**src/rtl/seg_pkg.sv**
```systemverilog
// Shared types and constants for the 4-digit 7-segment scan controller.
// Segment patterns are active-low, ordered {G,F,E,D,C,B,A}.
package seg_pkg;

    localparam int NUM_DIGITS = 4;

    localparam logic [6:0] SEG_0     = 7'h40;
    localparam logic [6:0] SEG_1     = 7'h79;
    localparam logic [6:0] SEG_2     = 7'h24;
    localparam logic [6:0] SEG_3     = 7'h30;
    localparam logic [6:0] SEG_4     = 7'h19;
    localparam logic [6:0] SEG_5     = 7'h12;
    localparam logic [6:0] SEG_6     = 7'h02;
    localparam logic [6:0] SEG_7     = 7'h78;
    localparam logic [6:0] SEG_8     = 7'h00;
    localparam logic [6:0] SEG_9     = 7'h10;
    localparam logic [6:0] SEG_BLANK = 7'h7F;

    typedef enum logic [1:0] {
        DISABLED = 2'd0,
        BLANK    = 2'd1,
        DRIVE    = 2'd2
    } state_t;

    typedef struct packed {
        logic [15:0] bcd;
        logic [3:0]  dp;
    } disp_t;

endpackage

```
**src/rtl/seg_decoder.sv**
```systemverilog
// Combinational BCD to active-low 7-segment decoder.
// Codes 10-15 decode to all segments off.
module seg_decoder
    import seg_pkg::*;
(
    input  logic [3:0] bcd,
    output logic [6:0] seg
);

    always_comb begin
        seg = SEG_BLANK;
        case (bcd)
            4'd0:    seg = SEG_0;
            4'd1:    seg = SEG_1;
            4'd2:    seg = SEG_2;
            4'd3:    seg = SEG_3;
            4'd4:    seg = SEG_4;
            4'd5:    seg = SEG_5;
            4'd6:    seg = SEG_6;
            4'd7:    seg = SEG_7;
            4'd8:    seg = SEG_8;
            4'd9:    seg = SEG_9;
            default: seg = SEG_BLANK;
        endcase
    end

endmodule

```
**src/rtl/seg_scan_ctrl.sv**
```systemverilog
// 4-digit common-anode scan controller with guard blanking and tear-free updates.
// Optional leading-zero blanking is enabled by defining SEG_SCAN_LZ_BLANK_EN.
module seg_scan_ctrl
    import seg_pkg::*;
#(
    parameter int TICK_DIV     = 100000,
    parameter int BLANK_CYCLES = 1000
) (
    input  logic        clk,
    input  logic        rst_n,
    input  logic        en,
    input  logic [15:0] bcd_in,
    input  logic [3:0]  dp_in,
    input  logic        load,
    output logic [3:0]  an,
    output logic [6:0]  seg,
    output logic        dp,
    output logic [1:0]  digit_idx,
    output logic        frame_done
);

    localparam int PW = (TICK_DIV > 1) ? $clog2(TICK_DIV) : 1;
    localparam logic [PW-1:0] LAST_TICK = PW'(TICK_DIV - 1);
    localparam logic [PW-1:0] LAST_BLANK =
        PW'((BLANK_CYCLES > 0) ? BLANK_CYCLES - 1 : 0);
    localparam state_t SLOT_START = (BLANK_CYCLES > 0) ? BLANK : DRIVE;
    localparam logic [1:0] LAST_DIGIT = 2'(NUM_DIGITS - 1);

    state_t        state, state_next;
    logic [PW-1:0] presc, presc_next;
    logic [1:0]    idx_next;
    disp_t         shadow, shadow_next;
    disp_t         staging, staging_next;
    logic          pending, pending_next;

    logic [3:0] an_next;
    logic [6:0] seg_next;
    logic       dp_next;
    logic       fd_next;
    logic [3:0] cur_digit;
    logic [6:0] seg_raw;
    logic       lz;
    logic       lit;
    logic       boundary;

    always_comb begin
        state_next = state;
        presc_next = presc;
        idx_next   = digit_idx;
        if (!en) begin
            state_next = DISABLED;
            presc_next = '0;
            idx_next   = '0;
        end else begin
            case (state)
                DISABLED: begin
                    state_next = SLOT_START;
                    presc_next = '0;
                    idx_next   = '0;
                end
                BLANK: begin
                    presc_next = presc + 1'b1;
                    if (presc == LAST_BLANK)
                        state_next = DRIVE;
                end
                DRIVE: begin
                    if (presc == LAST_TICK) begin
                        presc_next = '0;
                        idx_next   = digit_idx + 2'd1;
                        state_next = SLOT_START;
                    end else begin
                        presc_next = presc + 1'b1;
                    end
                end
                default: begin
                    state_next = DISABLED;
                    presc_next = '0;
                    idx_next   = '0;
                end
            endcase
        end
    end

    // Shadow only changes at a frame boundary or while the scan is idle.
    assign boundary = (state == DRIVE) && (digit_idx == LAST_DIGIT)
                   && (presc == LAST_TICK);

    always_comb begin
        shadow_next  = shadow;
        staging_next = staging;
        pending_next = pending;
        if (load) begin
            staging_next = '{bcd: bcd_in, dp: dp_in};
            pending_next = 1'b1;
        end
        if (boundary || state == DISABLED) begin
            if (load)
                shadow_next = '{bcd: bcd_in, dp: dp_in};
            else if (pending)
                shadow_next = staging;
            pending_next = 1'b0;
        end
    end

    assign cur_digit = shadow_next.bcd[{idx_next, 2'b00} +: 4];

    seg_decoder u_dec (
        .bcd (cur_digit),
        .seg (seg_raw)
    );

`ifdef SEG_SCAN_LZ_BLANK_EN
    logic z3, z2, z1;
    assign z3 = (shadow_next.bcd[15:12] == 4'd0);
    assign z2 = z3 && (shadow_next.bcd[11:8] == 4'd0);
    assign z1 = z2 && (shadow_next.bcd[7:4] == 4'd0);

    always_comb begin
        lz = 1'b0;
        case (idx_next)
            2'd3:    lz = z3;
            2'd2:    lz = z2;
            2'd1:    lz = z1;
            default: lz = 1'b0;
        endcase
    end
`else
    assign lz = 1'b0;
`endif

    // Outputs are computed from next-state values so they register alongside it.
    always_comb begin
        lit      = (state_next == DRIVE);
        an_next  = lit ? ~(4'b0001 << idx_next) : 4'hF;
        seg_next = (lit && !lz) ? seg_raw : SEG_BLANK;
        dp_next  = lit ? ~shadow_next.dp[idx_next] : 1'b1;
        fd_next  = lit && (idx_next == LAST_DIGIT)
                && (presc_next == LAST_TICK);
    end

    always_ff @(posedge clk or negedge rst_n) begin
        if (!rst_n) begin
            state      <= DISABLED;
            presc      <= '0;
            digit_idx  <= '0;
            shadow     <= '0;
            staging    <= '0;
            pending    <= 1'b0;
            an         <= 4'hF;
            seg        <= SEG_BLANK;
            dp         <= 1'b1;
            frame_done <= 1'b0;
        end else begin
            state      <= state_next;
            presc      <= presc_next;
            digit_idx  <= idx_next;
            shadow     <= shadow_next;
            staging    <= staging_next;
            pending    <= pending_next;
            an         <= an_next;
            seg        <= seg_next;
            dp         <= dp_next;
            frame_done <= fd_next;
        end
    end

endmodule

```
**config.mk**
```make
export PLATFORM = sky130hd
export DESIGN_NAME = seg_scan_ctrl
export DESIGN_NICKNAME = d
export VERILOG_FILES = /design/src/rtl/seg_pkg.sv /design/src/rtl/seg_decoder.sv /design/src/rtl/seg_scan_ctrl.sv
export SDC_FILE = /design/constraint.sdc
export NUM_CORES = 1
export LEC_CHECK = 0
export ABC_AREA = 1
export CELL_PAD_IN_SITES_DETAIL_PLACEMENT = 1
export CELL_PAD_IN_SITES_GLOBAL_PLACEMENT = 1
export CORE_MARGIN = 2
export CORE_UTILIZATION = 46
export DETAILED_ROUTE_END_ITERATION = 7
export PLACE_DENSITY_LB_ADDON = 0.1
export SKIP_CTS_REPAIR_TIMING = 1
export SKIP_LAST_GASP = 1
export SYNTH_ARGS = -nofsm -noshare
export SYNTH_HDL_FRONTEND = slang
export SYNTH_SLANG_ARGS = --single-unit
```
**constraint.sdc**
```tcl
create_clock -name clk -period 7.1 [get_ports clk]
set_input_delay 1.42 -clock clk [delete_from_list [all_inputs] [get_ports clk]]
set_output_delay 1.42 -clock clk [all_outputs]
set_load 0.005 [all_outputs]
```
==> results of run 1 <==
==> synthesized netlist by cell type (2+ instances only) <==
cell	n
a22oi_1	2
ha_1	11
o21ai_2	3
buf_6	2
nor4_1	3
a21oi_1	2
nor2_4	2
o21ai_1	12
nor3_1	3
nor2_2	3
nand2_2	3
nand2_1	178
clkbuf_1	9
inv_1	68
nand3_1	34
inv_2	4
nand4_1	7
xor2_1	6
buf_2	4
dfstp_2	12
nor2_1	28
buf_8	2
o21ai_0	48
nand3_2	4
dfrtp_1	63
xnor2_1	3
==> power breakdown <==
group / internal [µW] / total (µW) / switching (µW)
clock: 161 / 329 / 168
combinational: 49.6 / 143 / 93.6
sequential: 456 / 472 / 16.0
==> per-layer routing <==
metal  wire length, µm  track usage, %  vias up
met5                 0               0        -
met4               145            6.09        0
met3               292            3.94       11
met2              4740            37.7       44
met1              4830            30.8     1621
li1                  -               -     1710
==> through the flow <==
step                util [%]  total power [µW]  hold WS [ns]  area (µm²)  setup WS [ns]
global placement        51.7               615         0.456        4470           2.77
global route            54.0               997         0.518        4660           2.43
CTS                     54.0               954         0.482        4660           2.89
finish                  54.0               944         0.476        4660           2.86
detailed placement      51.7               623         0.462        4470           2.58
floorplan                  -               572         0.438        4070           4.12
==> sequential cells by signal, summed over array words and instances (netlist names) <==
signal,cells
shadow,20
staging,20
digit_idx,2
dp,1
seg,7
state,2
an,4
pending,1
presc,17
frame_done,1
==> final cells by class <==
type	count	area [µm²]
repair buffers	39	385
inverters	73	274
well taps	108	135
fillers	1113	3980
multi-input cells	361	1780
clock inverters	7	68.8
flip-flops and latches	75	1890
clock buffers	9	124
==> worst max-delay path, cell delays in order <==
cell and delay [ns]:
clkdlybuf4s50_1 0.52, inv_1 0.48, buf_4 0.46, nand2_1 0.08
o21ai_0 0.14, nand2_1 0.12, o21ai_1 0.12, nand2_1 0.07
nand2_1 0.09, nand2_1 0.05, nand2_1 0.20, inv_1 0.12
ha_1 0.22, nand3b_1 0.19, nand3_1 0.11, nand3_1 0.08
==> logic make-up after synthesis <==
group / count (synthesis) / synth area share (%)
xor+xnor: 9 / 1.94
simple gates: 272 / 29.5
flops: 75 / 46.5
buf+inv: 92 / 9.63
compound gates: 69 / 8.99
fa+ha+maj: 11 / 3.39
==> worst paths after layout <==
check,from,end,slack [ns]
worst min register to register,staging[2],staging[2],0.48
worst max register to register,presc[0],seg[3],4.06
min in group asynchronous,rst_n,staging[18],1.21
max in group asynchronous,rst_n,shadow[0],5.27
worst min-delay path,staging[2],staging[2],0.48
worst max-delay path,load,seg[3],2.86
==> qor.yml, run 1 <==
drive_above_1_share_pct: 9.57
die_w_um: 98.0
floorplan.rows: 34
peakVddDrop_v: 0.0000818
first_iter_violations: 131
post-route-min-period_ns: 4.24
num_vias: 3386
wl_per_cell_um: 14.9
powerDensity_nw_per_um2: 203
rr_worst_depth: 16
grt_overflow: 0
routabilityCongestion: 0.813
dp_cells: 656
first_pass_iters: 4
yosysWarningCount: 0
synth-seq-area-share_pct: 46.5
async_flop_share_pct: 100
syn_nets: 563
critical_path_class: "input pin to register"
drv_slew: 0
slew_headroom_pct: 36.2
hpwl_mm: 6.94
mostFrequentLayoutCells: "nand2_1 (178), inv_1 (68), dfrtp_1 (63), o21ai_0 (48), clkdlybuf4s50_1 (37)"
yosysUniqueCellTypes: 38
synth.top_cell.area_share_pct: 38.8
grt_pass1_wl_mm: 17.7
p_leak_uw: 0.00224
period_share_pct: 59.8
synth_area_per_cell_um2: 7.70
synth_area_leader_cell: "dfrtp_1"
ioPinCount: 39
htree_levels: 3
setup_tns_ns: 0
grt_pass1_vias: 3664
gr-usage-all-layers_pct: 22.7
synth_seq_cells: 75
stdcell_count: 672
setup_violations: 0
dieArea_um2: 9600
cts_sinks: 75
path_clk_slew_ns: 0.08
root_buffer: "clkbuf_8"
drc: 0
clk_latency_ns: 0.36
syn_inst: 528
arrival_ns: 4.50
grt_antenna_before_repair: 0
holdPathStages: 2
area_growth_pct: 14.7
max_freq_ghz: 0.236
fin_skew_ns: 0.0145
core_area_um2: 8640
start_util_pct: 47.1
ys.flop_type: "dfrtp_1"
ant_nets: 0
start_kind: "input pin"
die_height_um: 98.0
synth_edf_count: 0
critPathCaptureType: "register"
tritoncts: "done"
worst_slew_pin_slew_ns: 0.957
io_buffers: 38
hp-class: "register to register"
final_common_cell: "nand2_1"
cp.required_ns: 7.35
status: "completed"
num_antenna_cells: 0
viasPerCell: 5.04
numCtsBuffers: 9
synthTopCellsByArea: "dfrtp_1 (39%), nand2_1 (16%), dfstp_2 (7.8%)"
wirelength_mm: 10.0
grt_max_degree: 76
fin_nets: 594
syn_area_um2: 4070
critPathMaxFanout: 47
hold_violations: 0
cts_buffer_depth: 2
grt_setup_unrepaired: "no"
cap_violations: 0
(Power assumes the default switching activity.)
==> run 2: changes to the inputs <==
--- a/config.mk
+++ b/config.mk
@@ -9,7 +9,7 @@
 export CELL_PAD_IN_SITES_DETAIL_PLACEMENT = 1
 export CELL_PAD_IN_SITES_GLOBAL_PLACEMENT = 1
 export CORE_MARGIN = 2
-export CORE_UTILIZATION = 46
+export CORE_UTILIZATION = 38
 export DETAILED_ROUTE_END_ITERATION = 7
 export PLACE_DENSITY_LB_ADDON = 0.1
 export SKIP_CTS_REPAIR_TIMING = 1
==> constraint.sdc (replaced) <==
create_clock -name clk -period 3.44 [get_ports clk]
set_input_delay 0.688 -clock clk [delete_from_list [all_inputs] [get_ports clk]]
set_output_delay 0.688 -clock clk [all_outputs]
set_load 0.005 [all_outputs]
==> qor.yml, run 2 (synthesis gave the netlist of run 1 again) <==
hpwl_mm: 7.11
powerDensity_nw_per_um2: 427
start_util_pct: 39.2
grt_max_degree: 76
wirelength_mm: 10.0
cp.required_ns: 3.72
gr-usage-all-layers_pct: 19.1
root_buffer: "clkbuf_8"
io_buffers: 38
post-route-min-period_ns: 2.88
floorplan.rows: 37
r2r-start: "presc[0]"
area_growth_pct: 17.2
critical_path_class: "register to register"
numCtsBuffers: 9
setup_tns_ns: 0
hp-class: "input pin to asynchronous set/reset pin"
grt_pass1_wl_mm: 17.1
drv_slew: 0
grt_antenna_before_repair: 0
path_clk_slew_ns: 0.09
worst_slew_pin_slew_ns: 0.976
path_cells: "ha_1 -> nand3_2 -> nor2_4 -> nand3_2 -> nand2_1 -> nand2_2 -> nand3_1 -> nand2_1 -> inv_1 -> nand2_1 -> nand2_1 -> inv_1 -> ha_1 -> nand3b_1 -> nand3_1 -> nand3_1"
drive_above_1_share_pct: 10.0
ant_nets: 0
tritoncts: "done"
status: "completed"
cp_slowest_cell: "dfrtp_1"
p_leak_uw: 0.00227
cp_common_cell: "nand2_1"
grt_pass1_vias: 3568
die_w_um: 107
max_freq_ghz: 0.347
fin_nets: 598
rrSetupSlack_ns: 0.56
drc: 0
mostFrequentLayoutCells: "nand2_1 (178), inv_1 (68), dfrtp_1 (63), o21ai_0 (48), clkdlybuf4s50_1 (37)"
cp.depth: 16
critPathCaptureType: "register"
top_regs: "shadow x20, staging x20, presc x17"
worst_path_largest_cell_delay_ns: 0.40
setup_violations: 0
critPathLaunch: "presc[0]"
cp_top_family: "simple AND/OR/NAND/NOR gates"
core_area_um2: 10400
fin_skew_ns: 0.0137
viasPerCell: 4.80
dieArea_um2: 11500
htree_levels: 3
slew_headroom_pct: 34.9
final_util_pct: 45.9
critPathMaxFanout: 12
rr_worst_depth: 16
peakVddDrop_v: 0.000156
final_common_cell: "nand2_1"
endpoint: "seg[0]"
grt_setup_unrepaired: "no"
grt_overflow: 0
ioPinCount: 39
cts_buffer_depth: 2
cap_violations: 0
hold_violations: 0
die_height_um: 107
wl_per_cell_um: 14.2
first_pass_iters: 4
cts_sinks: 75
period_share_pct: 83.8
path_buf_inv: 2
first_iter_violations: 138
clk_latency_ns: 0.37
arrival_ns: 3.17
start_kind: "register"
routabilityCongestion: 0.766
r2r-end: "seg[0]"
num_antenna_cells: 0
num_vias: 3378
==> run 2: cell count changes in the layout (fill, tap and decap cells not counted), sizes merged <==
cell	before	now
buf	2	6
clkinv	5	1
clkinvlp	2	4
bufinv	1	2
clkbuf	9	10
==> run 2: how the worst min path moves through the flow <==
stage                     cells after the start           end  slack [ns]
after global placement                        2    staging[3]        0.46
after global routing                          1      presc[0]        0.53
after CTS                                     2    staging[3]        0.49
after detailed placement                      2    staging[0]        0.47
after floorplan                               0  digit_idx[0]        0.39
final                                         1    staging[4]        0.47
==> run 2: worst register-to-register path: cells and delay by family, from the launching register on <==
family,cells,cell delay [ns]
AND/OR/NAND/NOR,12,1.62
adder cells (fa/ha/maj),2,0.47
buffers and inverters,2,0.34
flip-flops,1,0.40
==> run 2: routing by layer <==
layer | wire (µm) | part of all wire [%] | global-route usage, % | up-vias
li1 | - | - | - | 1716
met5 | 0 | 0 | 0 | -
met3 | 212 | 2.1 | 3.33 | 13
met1 | 4920 | 49 | 24.9 | 1619
met4 | 156 | 1.6 | 6.87 | 0
met2 | 4740 | 47 | 32.0 | 30
==> run 2: report_power, final <==
group	leakage [µW]	switching (µW)	internal, µW	total [µW]
combinational	0.00124	201	105	306
sequential	0.000939	25.4	941	966
clock	0.0000947	353	408	761
total	0.00227	579	1450	2030
==> run 2: per-stage QoR <==
stage / setup slack, ns / power [µW] / cells / hold slack [ns] / instance area (µm²)
global route: 0.287 / 2150 / 704 / 0.529 / 4760
floorplan: 1.10 / 1180 / 528 / 0.392 / 4070
global placement: 0.386 / 1280 / 688 / 0.457 / 4550
CTS: 0.568 / 2070 / 704 / 0.490 / 4760
finish: 0.558 / 2030 / 704 / 0.466 / 4760
detailed placement: 0.304 / 1290 / 688 / 0.471 / 4550
==> run 2: area by class of cell <==
type                    instances  area (µm²)
fillers                      1288        5610
multi-input cells             361        1780
clock inverters                 6        90.1
clock buffers                  10         128
well taps                     136         170
flip-flops and latches         75        1890
repair buffers                 43         428
inverters                      73         274
